File: config.mk
export PLATFORM = sky130hd
export DESIGN_NAME = branch_resolve
export DESIGN_NICKNAME = d
export VERILOG_FILES = /design/src/rtl/branch_resolve.sv
export SDC_FILE = /design/constraint.sdc
export NUM_CORES = 1
export LEC_CHECK = 0
export CELL_PAD_IN_SITES_DETAIL_PLACEMENT = 1
export CELL_PAD_IN_SITES_GLOBAL_PLACEMENT = 2
export CORE_MARGIN = 2
export CORE_UTILIZATION = 30
export CTS_CLUSTER_DIAMETER = 120
export DETAILED_ROUTE_END_ITERATION = 16
export PLACE_DENSITY_LB_ADDON = 0.1
export SYNTH_ARGS = -nofsm -noshare
export SYNTH_HDL_FRONTEND = slang
export SYNTH_SLANG_ARGS = --single-unit
File: constraint.sdc
create_clock -name clk -period 6.66 [get_ports clk]
set_input_delay 0.666 -clock clk [delete_from_list [all_inputs] [get_ports clk]]
set_output_delay 0.666 -clock clk [all_outputs]
set_load 0.1 [all_outputs]
File: src/rtl/branch_resolve.sv
// Conditional branch resolution for the decode stage.
// Decides branch direction from the comparator result, computes the target,
// stalls fetch/decode while operands are outstanding, and squashes one
// wrong-path instruction after a taken branch. Resolution outputs are
// registered (one-cycle latency); stall is combinational.
module branch_resolve (
    input  logic        clk,
    input  logic        rst_n,
    input  logic        br_valid,
    input  logic [2:0]  br_op,
    input  logic [1:0]  cmp_res,
    input  logic        opnd_ready,
    input  logic        kill,
    input  logic [31:0] pc_id,
    input  logic [15:0] imm16,
    output logic        stall,
    output logic        res_valid,
    output logic        taken,
    output logic [31:0] target,
    output logic        flush,
    output logic        err,
    output logic [15:0] br_cnt,
    output logic [15:0] tk_cnt
);

    typedef enum logic [1:0] {IDLE = 2'd0, WAIT = 2'd1, FLUSH = 2'd2} state_t;

    state_t      state, state_nxt;
    logic        resolve;
    logic        dir_taken;
    logic        illegal;
    logic [31:0] tgt;
    logic [15:0] br_cnt_nxt, tk_cnt_nxt;

    // Direction decode; illegal compares and reserved opcodes fall through as not taken
    always_comb begin
        illegal   = (cmp_res == 2'b11) || (br_op > 3'd5);
        dir_taken = 1'b0;
        case (br_op)
            3'd0:    dir_taken = (cmp_res == 2'b01);
            3'd1:    dir_taken = (cmp_res == 2'b00) || (cmp_res == 2'b10);
            3'd2:    dir_taken = (cmp_res == 2'b00) || (cmp_res == 2'b01);
            3'd3:    dir_taken = (cmp_res == 2'b10);
            3'd4:    dir_taken = (cmp_res == 2'b00);
            3'd5:    dir_taken = (cmp_res == 2'b10) || (cmp_res == 2'b01);
            default: dir_taken = 1'b0;
        endcase
        if (illegal) dir_taken = 1'b0;
        // word offset scaled to bytes; 32-bit add wraps silently
        tgt     = pc_id + 32'd4 + {{14{imm16[15]}}, imm16, 2'b00};
        // FLUSH never resolves: the instruction presented there is wrong-path
        resolve = !kill && opnd_ready &&
                  (((state == IDLE) && br_valid) || (state == WAIT));
    end

    // State register
    always_ff @(posedge clk) begin
        if (!rst_n) state <= IDLE;
        else        state <= state_nxt;
    end

    // Next-state logic; kill overrides everything and returns to IDLE
    always_comb begin
        state_nxt = state;
        if (kill) begin
            state_nxt = IDLE;
        end else begin
            case (state)
                IDLE: begin
                    if (resolve)       state_nxt = dir_taken ? FLUSH : IDLE;
                    else if (br_valid) state_nxt = WAIT;
                end
                WAIT: begin
                    if (resolve)       state_nxt = dir_taken ? FLUSH : IDLE;
                end
                FLUSH:   state_nxt = IDLE;
                default: state_nxt = IDLE;
            endcase
        end
    end

    // Combinational stall: hold decode while a branch waits on its operands
    always_comb begin
        stall = 1'b0;
        if (!kill) begin
            case (state)
                IDLE:    stall = br_valid && !opnd_ready;
                WAIT:    stall = !opnd_ready;
                default: stall = 1'b0;
            endcase
        end
    end

    // Saturating counter increments
    always_comb begin
        br_cnt_nxt = br_cnt;
        tk_cnt_nxt = tk_cnt;
        if (resolve && (br_cnt != 16'hFFFF))              br_cnt_nxt = br_cnt + 16'd1;
        if (resolve && dir_taken && (tk_cnt != 16'hFFFF)) tk_cnt_nxt = tk_cnt + 16'd1;
    end

    // Registered resolution outputs, sticky error and counters
    always_ff @(posedge clk) begin
        if (!rst_n) begin
            res_valid <= 1'b0;
            taken     <= 1'b0;
            target    <= 32'd0;
            flush     <= 1'b0;
            err       <= 1'b0;
            br_cnt    <= 16'd0;
            tk_cnt    <= 16'd0;
        end else begin
            res_valid <= resolve;
            flush     <= resolve && dir_taken;
            if (resolve) begin
                taken  <= dir_taken;
                target <= tgt;
            end
            if (resolve && illegal) err <= 1'b1;
            br_cnt <= br_cnt_nxt;
            tk_cnt <= tk_cnt_nxt;
        end
    end

endmodule

==> metrics.md, run 1 <==
| Metric | Value |
|---|---|
| H-tree levels | `3` |
| Final Hold Viols | `0` |
| Core Util, Final | `0.4231` |
| Synth Area in XOR/XNOR | `0.07871` |
| DR WL met3 | `342 µm` |
| GR Overflow Total | `0` |
| Die Wd | `128.8 µm` |
| Peak Freq | `269.1 MHz` |
| Final nets | `812` |
| Initial Util | `0.3074` |
| Gr usage total | `0.1825` |
| CP Class | `in -> reg` |
| Clock sinks | `70` |
| Post-synthesis mux area share | `0.01285` |
| Post-route clock period utilization | `0.5580` |
| Dominant combinational cell family by area after synthesis | `simple AND/OR/NAND/NOR gates` |
| Longest Clk Path Bufs | `2` |
| R2R depth | `7` |
| Final GP Congestion | `0.8364` |
| R2R Setup Slk | `4.25 ns` |
| Syn Inst Count | `574` |
| Post-synthesis register bit count | `70` |
| Max-cap viol count | `0` |
| Worst hold path depth | `2` |
| First-pass GRT wire length | `24,030 µm` |
| Leakage | `2.521 nW` |
| Vias | `4,656` |
| Post-synthesis cell area | `4673 µm²` |
| Syn-to-layout area delta | `37.64%` |
| Met1 wire length | `7086 µm` |
| Endpoint class of the critical path | `flip-flop` |
| Clock Skew | `0.006696 ns` |
| Crit path required time | `6.89 ns` |
| Slew Limit Fails | `0` |
| Num ports | `127` |
| Root buffer cell | `clkbuf_16` |
| Number of flops mapped to enable cells by yosys | `0` |
| Core area | `15,200 µm²` |
| Syn. warnings | `0` |
| Post-DR vias/cell | `5.249` |
| Share of layout cells above drive strength 1 | `0.04149` |
| Die area | `16,590 µm²` |
| DRT Pass-1 Iters | `4` |
| Met2 wire len | `7225 µm` |
| Critical Path Start Type | `primary input` |
| Min Tclk post-route | `3.716 ns` |
| Setup_tns | `0 ns` |
| Adder-Cell Fraction of Synth Area | `0.1622` |
| CP max FO | `15` |
| WL/cell | `16.76 µm` |
| Total CTS buffers | `9` |
| # resized after CTS | `0` |
| Antenna Cells | `0` |
| Die Y | `128.8 µm` |
| Crit path from | `imm16[15]` |
| Ys flop type | `dfxtp_1` |
| WL final | `14,870 µm` |
| Syn Nets | `692` |
| Top layer in use | `met4` |
| Hold-fix buffers, CTS | `0` |
| Worst Hold Path EP | `target[31]` |
| Antenna violations before repair | `0` |
| Row cnt | `45` |
| Post-route ant nets | `0` |
| Hold path start | `target[31]` |
| Slew @ Worst Pin | `1.050 ns` |
| R2R Path End | `target[27]` |
| RSZ-0062 raised after global routing | `false` |
| Mean post-synth cell area | `8.142 µm²` |
| Worst rel slew slack | `0.2975` |
| Largest net degree at the start of global routing | `43` |
| Critical R2R Launch | `state[0]` |
| Synth Area in Compound Gates | `0.1949` |
| Asr flop ratio synth | `0` |
| I/O Buffers | `126` |
| DRC viols | `0` |
| Initial drt markers | `234` |
| Setup violators final | `0` |
| Critical Path AT | `3.94 ns` |
| VDD IR max | `0.1423 mV` |
| Post-DP HPWL | `11,410 µm` |
| Simple-gate share of the synthesized area | `0.2195` |
| Clk slew on worst S/H paths | `0.06 ns` |
| Seq/Total Area, Yosys | `0.2999` |
| Type of the worst min-delay path | `reg -> reg` |
| CTS tree | `yes` |
| Status | `finished, final reports clean` |
| Vias in the first global route | `4,766` |
| Pwr dens | `214.1 nW/µm²` |
| Setup bufs post-CTS | `0` |
| Worst-Skew Late Latency | `0.33 ns` |
| Distinct cells, synth | `60` |
cell usage after synthesis (all sizes together) (4+ instances only):
cell	number	share of area
and3	7	0.0094
inv	16	0.013
nand2	70	0.056
a31oi	4	0.0054
dfxtp	70	0.30
clkbuf	19	0.015
nor3	11	0.013
xor2	18	0.034
o31ai	6	0.0096
and2	4	0.0054
nand2b	5	0.0067
nor2	49	0.039
ha	59	0.16
a211oi	6	0.011
nand4	21	0.028
a21o	10	0.016
xnor2	24	0.045
mux2i	6	0.013
nand3	20	0.021
a21oi	45	0.049
nor4	4	0.0054
o211ai	4	0.0075
o21ai	40	0.043
nor2b	5	0.0067
routing by layer:
metal,GRT usage,vias to the layer above
li1,-,2314
met1,0.2345,2258
met2,0.3190,70
met3,0.02162,14
met4,0.05818,0
met5,0,-
flip-flops by register name, summed over array words and instances, names as in the netlist:
signal / flops
br_cnt: 16
err: 1
flush: 1
res_valid: 1
state: 2
taken: 1
target: 32
tk_cnt: 16
worst max path at each step:
| stage | to | slack, ns |
|---|---|---|
| floorplan | stall | 2.33 |
| global placement | target[30] | 2.67 |
| detailed placement | target[30] | 2.57 |
| CTS | target[30] | 2.92 |
| global route | target[30] | 2.70 |
| finish | target[30] | 2.94 |
worst max-delay path, cell delays in order:
cell	delay [ns]
clkdlybuf4s50_1	0.84
ha_1	0.35
ha_1	0.39
a21oi_1	0.26
o211ai_1	0.14
a41oi_1	0.29
nor2_1	0.09
and3_1	0.19
or4_1	0.46
a32o_1	0.25
cell type report:
class,count,area [µm²]
Multi-Input combinational cell,465,3123
Sequential cell,70,1401
Timing Repair Buffer,131,1299
Clock buffer,11,252.7
Fill cell,1797,8770
Clock inverter,5,57.56
Tap cell,188,235.2
Inverter,17,63.81
report_power, final:
part           leakage, nW  switching (mW)  internal [mW]
Combinational         1.81           0.279          0.154
Sequential           0.567         0.00825          0.433
Clock                0.144           0.193          0.310
through the flow:
stage | std cells | area, µm² | worst slack (ns) | power [mW] | hold slack, ns
6_report | 887 | 6432 | 2.944 | 1.377 | 0.4492
5_1_grt | 887 | 6432 | 2.703 | 1.451 | 0.4832
4_1_cts | 887 | 6432 | 2.925 | 1.396 | 0.4556
3_5_place_dp | 871 | 6122 | 2.571 | 0.8838 | 0.4475
3_3_place_gp | 871 | 6122 | 2.665 | 0.8808 | 0.4409
2_1_floorplan | 574 | 4673 | 2.325 | 0.7513 | 0.8020
cells by family (layout without fill, tap and decap cells):
logic type | Yosys count | after routing
AND/OR/NAND/NOR | 213 | 213
AO/OA/AOI/OAI | 144 | 144
flip-flops | 70 | 70
adder cells (fa/ha/maj) | 60 | 60
XOR/XNOR | 42 | 42
buffers and inverters | 39 | 164
multiplexers | 6 | 6
cell usage in the layout (no fill, tap or decap), types with 4 or more instances in the layout:
cell type | Yosys | final
nor4_1 | 4 | 4
nand2b_1 | 5 | 5
a211oi_1 | 5 | 5
xor2_1 | 18 | 18
o21ai_1 | 6 | 6
inv_1 | 16 | 16
nor3_1 | 10 | 10
clkbuf_16 | 0 | 9
nand4_1 | 21 | 21
mux2i_1 | 6 | 6
ha_1 | 59 | 59
nand3_1 | 20 | 20
and3_1 | 7 | 7
a21oi_1 | 44 | 44
xnor2_1 | 24 | 24
nor2_1 | 49 | 49
a31oi_1 | 4 | 4
dfxtp_1 | 70 | 70
o31ai_1 | 6 | 6
nand2_1 | 70 | 70
nor2b_1 | 5 | 5
and2_1 | 4 | 4
o21ai_0 | 34 | 34
buf_4 | 0 | 5
clkdlybuf4s50_1 | 0 | 126
a21o_1 | 10 | 10
Note: power is estimated with default switching activity, not from simulation.
==> inputs of run 2 (changes only) <==
--- a/config.mk
+++ b/config.mk
@@ -8,7 +8,7 @@
 export CELL_PAD_IN_SITES_DETAIL_PLACEMENT = 1
 export CELL_PAD_IN_SITES_GLOBAL_PLACEMENT = 2
 export CORE_MARGIN = 2
-export CORE_UTILIZATION = 30
+export CORE_UTILIZATION = 25
 export CTS_CLUSTER_DIAMETER = 120
 export DETAILED_ROUTE_END_ITERATION = 16
 export PLACE_DENSITY_LB_ADDON = 0.1
==> constraint.sdc (replaced) <==
create_clock -name clk -period 3 [get_ports clk]
set_input_delay 0.3 -clock clk [delete_from_list [all_inputs] [get_ports clk]]
set_output_delay 0.3 -clock clk [all_outputs]
set_load 0.1 [all_outputs]
==> run 2 against run 1 <==
Clock power up 140%. Setup slack worse by 2.7 ns. Global-route usage down 2.2 points. First-iteration DRC count down 32%. Critical endpoint unchanged. Largest power group unchanged.
==> metrics.md, run 2 (synthesized netlist as in run 1, its figures left out) <==
| Metric | Value |
|---|---|
| Worst hold path depth | `2 (unchanged)` |
| Max-cap viol count | `0 (unchanged)` |
| Met2 usage | `0.2840 (-0.03506)` |
| R2R depth | `7 (unchanged)` |
| Post-DR vias/cell | `4.860 (-7.4%)` |
| Post-route clock period utilization | `0.9348` |
| Critical Path AT | `3.04 ns (-0.90 ns)` |
| Worst path max stage delay | `0.46 ns (-0.38 ns)` |
| Endpoint class of the critical path | `flip-flop` |
| Pwr dens | `472.1 nW/µm² (+120%)` |
| Die Wd | `140.7 µm (+9.2%)` |
| Type of the worst min-delay path | `reg -> reg` |
| First-pass GRT wire length | `25,470 µm (+6.0%)` |
| Critical R2R Launch | `tk_cnt[4]` |
| Initial Util | `0.2524 (-0.05504)` |
| Initial drt markers | `160 (-32%)` |
| Core area | `18,520 µm² (+22%)` |
| Clk slew on worst S/H paths | `0.06 ns (about the same)` |
| Antenna violations before repair | `0 (unchanged)` |
| Area of the multi-input gates | `3141 µm² (+0.56%)` |
| Largest delay contributor family on the critical path | `compound AO/OA/AOI/OAI gates` |
| Post-route ant nets | `0 (unchanged)` |
| CP Class | `in -> reg` |
| Hold path start | `target[26]` |
| Vias | `4,938 (+6.1%)` |
| Leakage | `3.071 nW (+22%)` |
| Pwr Total | `3.301 mW (+140%)` |
| Peak Freq | `356.6 MHz` |
| Clock Skew | `0.007972 ns (+0.001276 ns)` |
| Most common cell after layout, fill and taps aside | `buf_4` |
| GR Overflow Total | `0 (unchanged)` |
| CP max FO | `4 (-11)` |
| Num ports | `127 (unchanged)` |
| Longest Clk Path Bufs | `2 (unchanged)` |
| Row cnt | `50 (+11%)` |
| Leading registers by flop count | `target: 32 flops, br_cnt: 16 flops, tk_cnt: 16 flops` |
| Worst rel slew slack | `0.3483 (+0.05083)` |
| Hold-fix buffers, CTS | `0 (unchanged)` |
| Area after DPL | `6654 µm² (+8.7%)` |
| Critical path cell sequence | `clkdlybuf4s50_1, ha_1, ha_1, a21o_1, a31oi_1, buf_4, a211o_1, o211ai_2, and3_1, or4_1, a32o_1` |
| WL/cell | `15.43 µm (-8.0%)` |
| Slew @ Worst Pin | `0.9745 ns (-0.07601 ns)` |
| WL final | `15,670 µm (+5.4%)` |
| Busiest grt layer | `met2` |
| I/O Buffers | `126 (unchanged)` |
| Slew Limit Fails | `0 (unchanged)` |
| Min Tclk post-route | `2.804 ns` |
| Share of layout cells above drive strength 1 | `0.2251 (+0.1836)` |
| Clock sinks | `70 (unchanged)` |
| Die area | `19,800 µm² (+19%)` |
| Final GP Congestion | `0.8119 (-2.9%)` |
| Total CTS buffers | `9 (unchanged)` |
| DRC viols | `0 (unchanged)` |
| Fillers | `2,257 (+26%)` |
| Setup_tns | `0 ns (unchanged)` |
| Worst path slowest cell | `or4_1` |
| Most frequent cells in the layout | `150 x buf_4, 70 x nand2_1, 70 x dfxtp_1, 63 x clkdlybuf4s50_1, 59 x ha_1` |
| Worst-Skew Late Latency | `0.34 ns (about the same)` |
| Final nets | `895 (+10%)` |
| Most flop-heavy register | `target` |
| Post-DP HPWL | `12,620 µm (+11%)` |
| Syn-to-layout area delta | `49.61%` |
| Gr usage total | `0.1603 (-0.02223)` |
| Critical Path Start Type | `primary input` |
| DRT Pass-1 Iters | `4 (unchanged)` |
| Met1 usage | `0.2024 (-0.03210)` |
| CTS tree | `yes` |
| Worst path bufs/invs | `2 (+1)` |
| Die Y | `140.7 µm (+9.2%)` |
| Final Cell Area | `6992 µm² (+8.7%)` |
| Worst setup margin | `0.1955 ns (-2.748 ns)` |
| Final Hold Viols | `0 (unchanged)` |
| Vias in the first global route | `5,042 (+5.8%)` |
| Critical Path Most Common Cell | `ha_1` |
| Largest net degree at the start of global routing | `42 (-2.3%)` |
| R2R Setup Slk | `0.71 ns (-3.54 ns)` |
| Setup violators final | `0 (unchanged)` |
| Root buffer cell | `clkbuf_16` |
| M3 GR Usage | `0.02072 (-0.0009015)` |
| Antenna Cells | `0 (unchanged)` |
| Max reg flops | `32 (unchanged)` |
| R2R Path End | `tk_cnt[2]` |
| Worst Hold Path EP | `target[26]` |
| VDD IR max | `0.2566 mV (+80%)` |
| Post-Place Setup Slack | `-0.3509 ns (-2.922 ns)` |
| Hold Slack | `0.4526 ns (+0.003381 ns)` |
| H-tree levels | `3 (unchanged)` |
| Storage cell area | `1401 µm² (unchanged)` |
| Status | `finished, final reports clean` |
| Crit path required time | `3.24 ns (-3.65 ns)` |
-- run 2: where the power goes --
group,leakage (nW),switching [mW],internal (mW),total [mW]
sequential,0.567,0.0193,0.961,0.980
clock,0.156,0.438,0.753,1.19
combinational,2.35,0.657,0.472,1.13
-- run 2: how the worst max path moves through the flow --
stage | depth (start not counted) | slack [ns] | to | start
detailed placement | 11 | -0.35 | target[30] | imm16[15]
finish | 11 | 0.20 | target[30] | pc_id[7]
floorplan | 9 | 0.37 | target[30] | pc_id[9]
CTS | 10 | 0.008 | target[30] | imm16[15]
global placement | 10 | -0.29 | target[30] | imm16[15]
global route | 15 | -0.004 | target[20] | imm16[0]
-- run 2: repair_timing --
action / CTS / global route
buffers inserted: 0 / 0
endpoints found under the setup margin: 0 / 12
resized for setup: 0 / 4
-- run 2: tightest hold or removal path, delay by kind of cell, from the launching register on --
| kind | cells | cell delay, ns |
|---|---|---|
| flops | 1 | 0.31 |
| simple gates | 1 | 0.05 |
| compound gates | 1 | 0.05 |
-- run 2: final cells by class --
type / count / share of cell area
multi-input cells: 465 / 0.4492
repair buffers: 214 / 0.2530
flip-flops and latches: 70 / 0.2004
well taps: 234 / 0.04188
clock buffers: 11 / 0.03472
clock inverters: 5 / 0.01163
inverters: 17 / 0.009127
-- run 2: through the flow --
step,cells,util
after floorplan,574,-
after global placement,1000,0.3593
after detailed placement,1000,0.3593
after CTS,1016,0.3768
after global routing,1016,0.3776
final,1016,0.3776
-- run 2: routing by layer --
layer	routed length, µm	up-vias
met3	488	16
met5	0	-
li1	-	2490
met1	7230	2341
met4	234	0
met2	7718	91
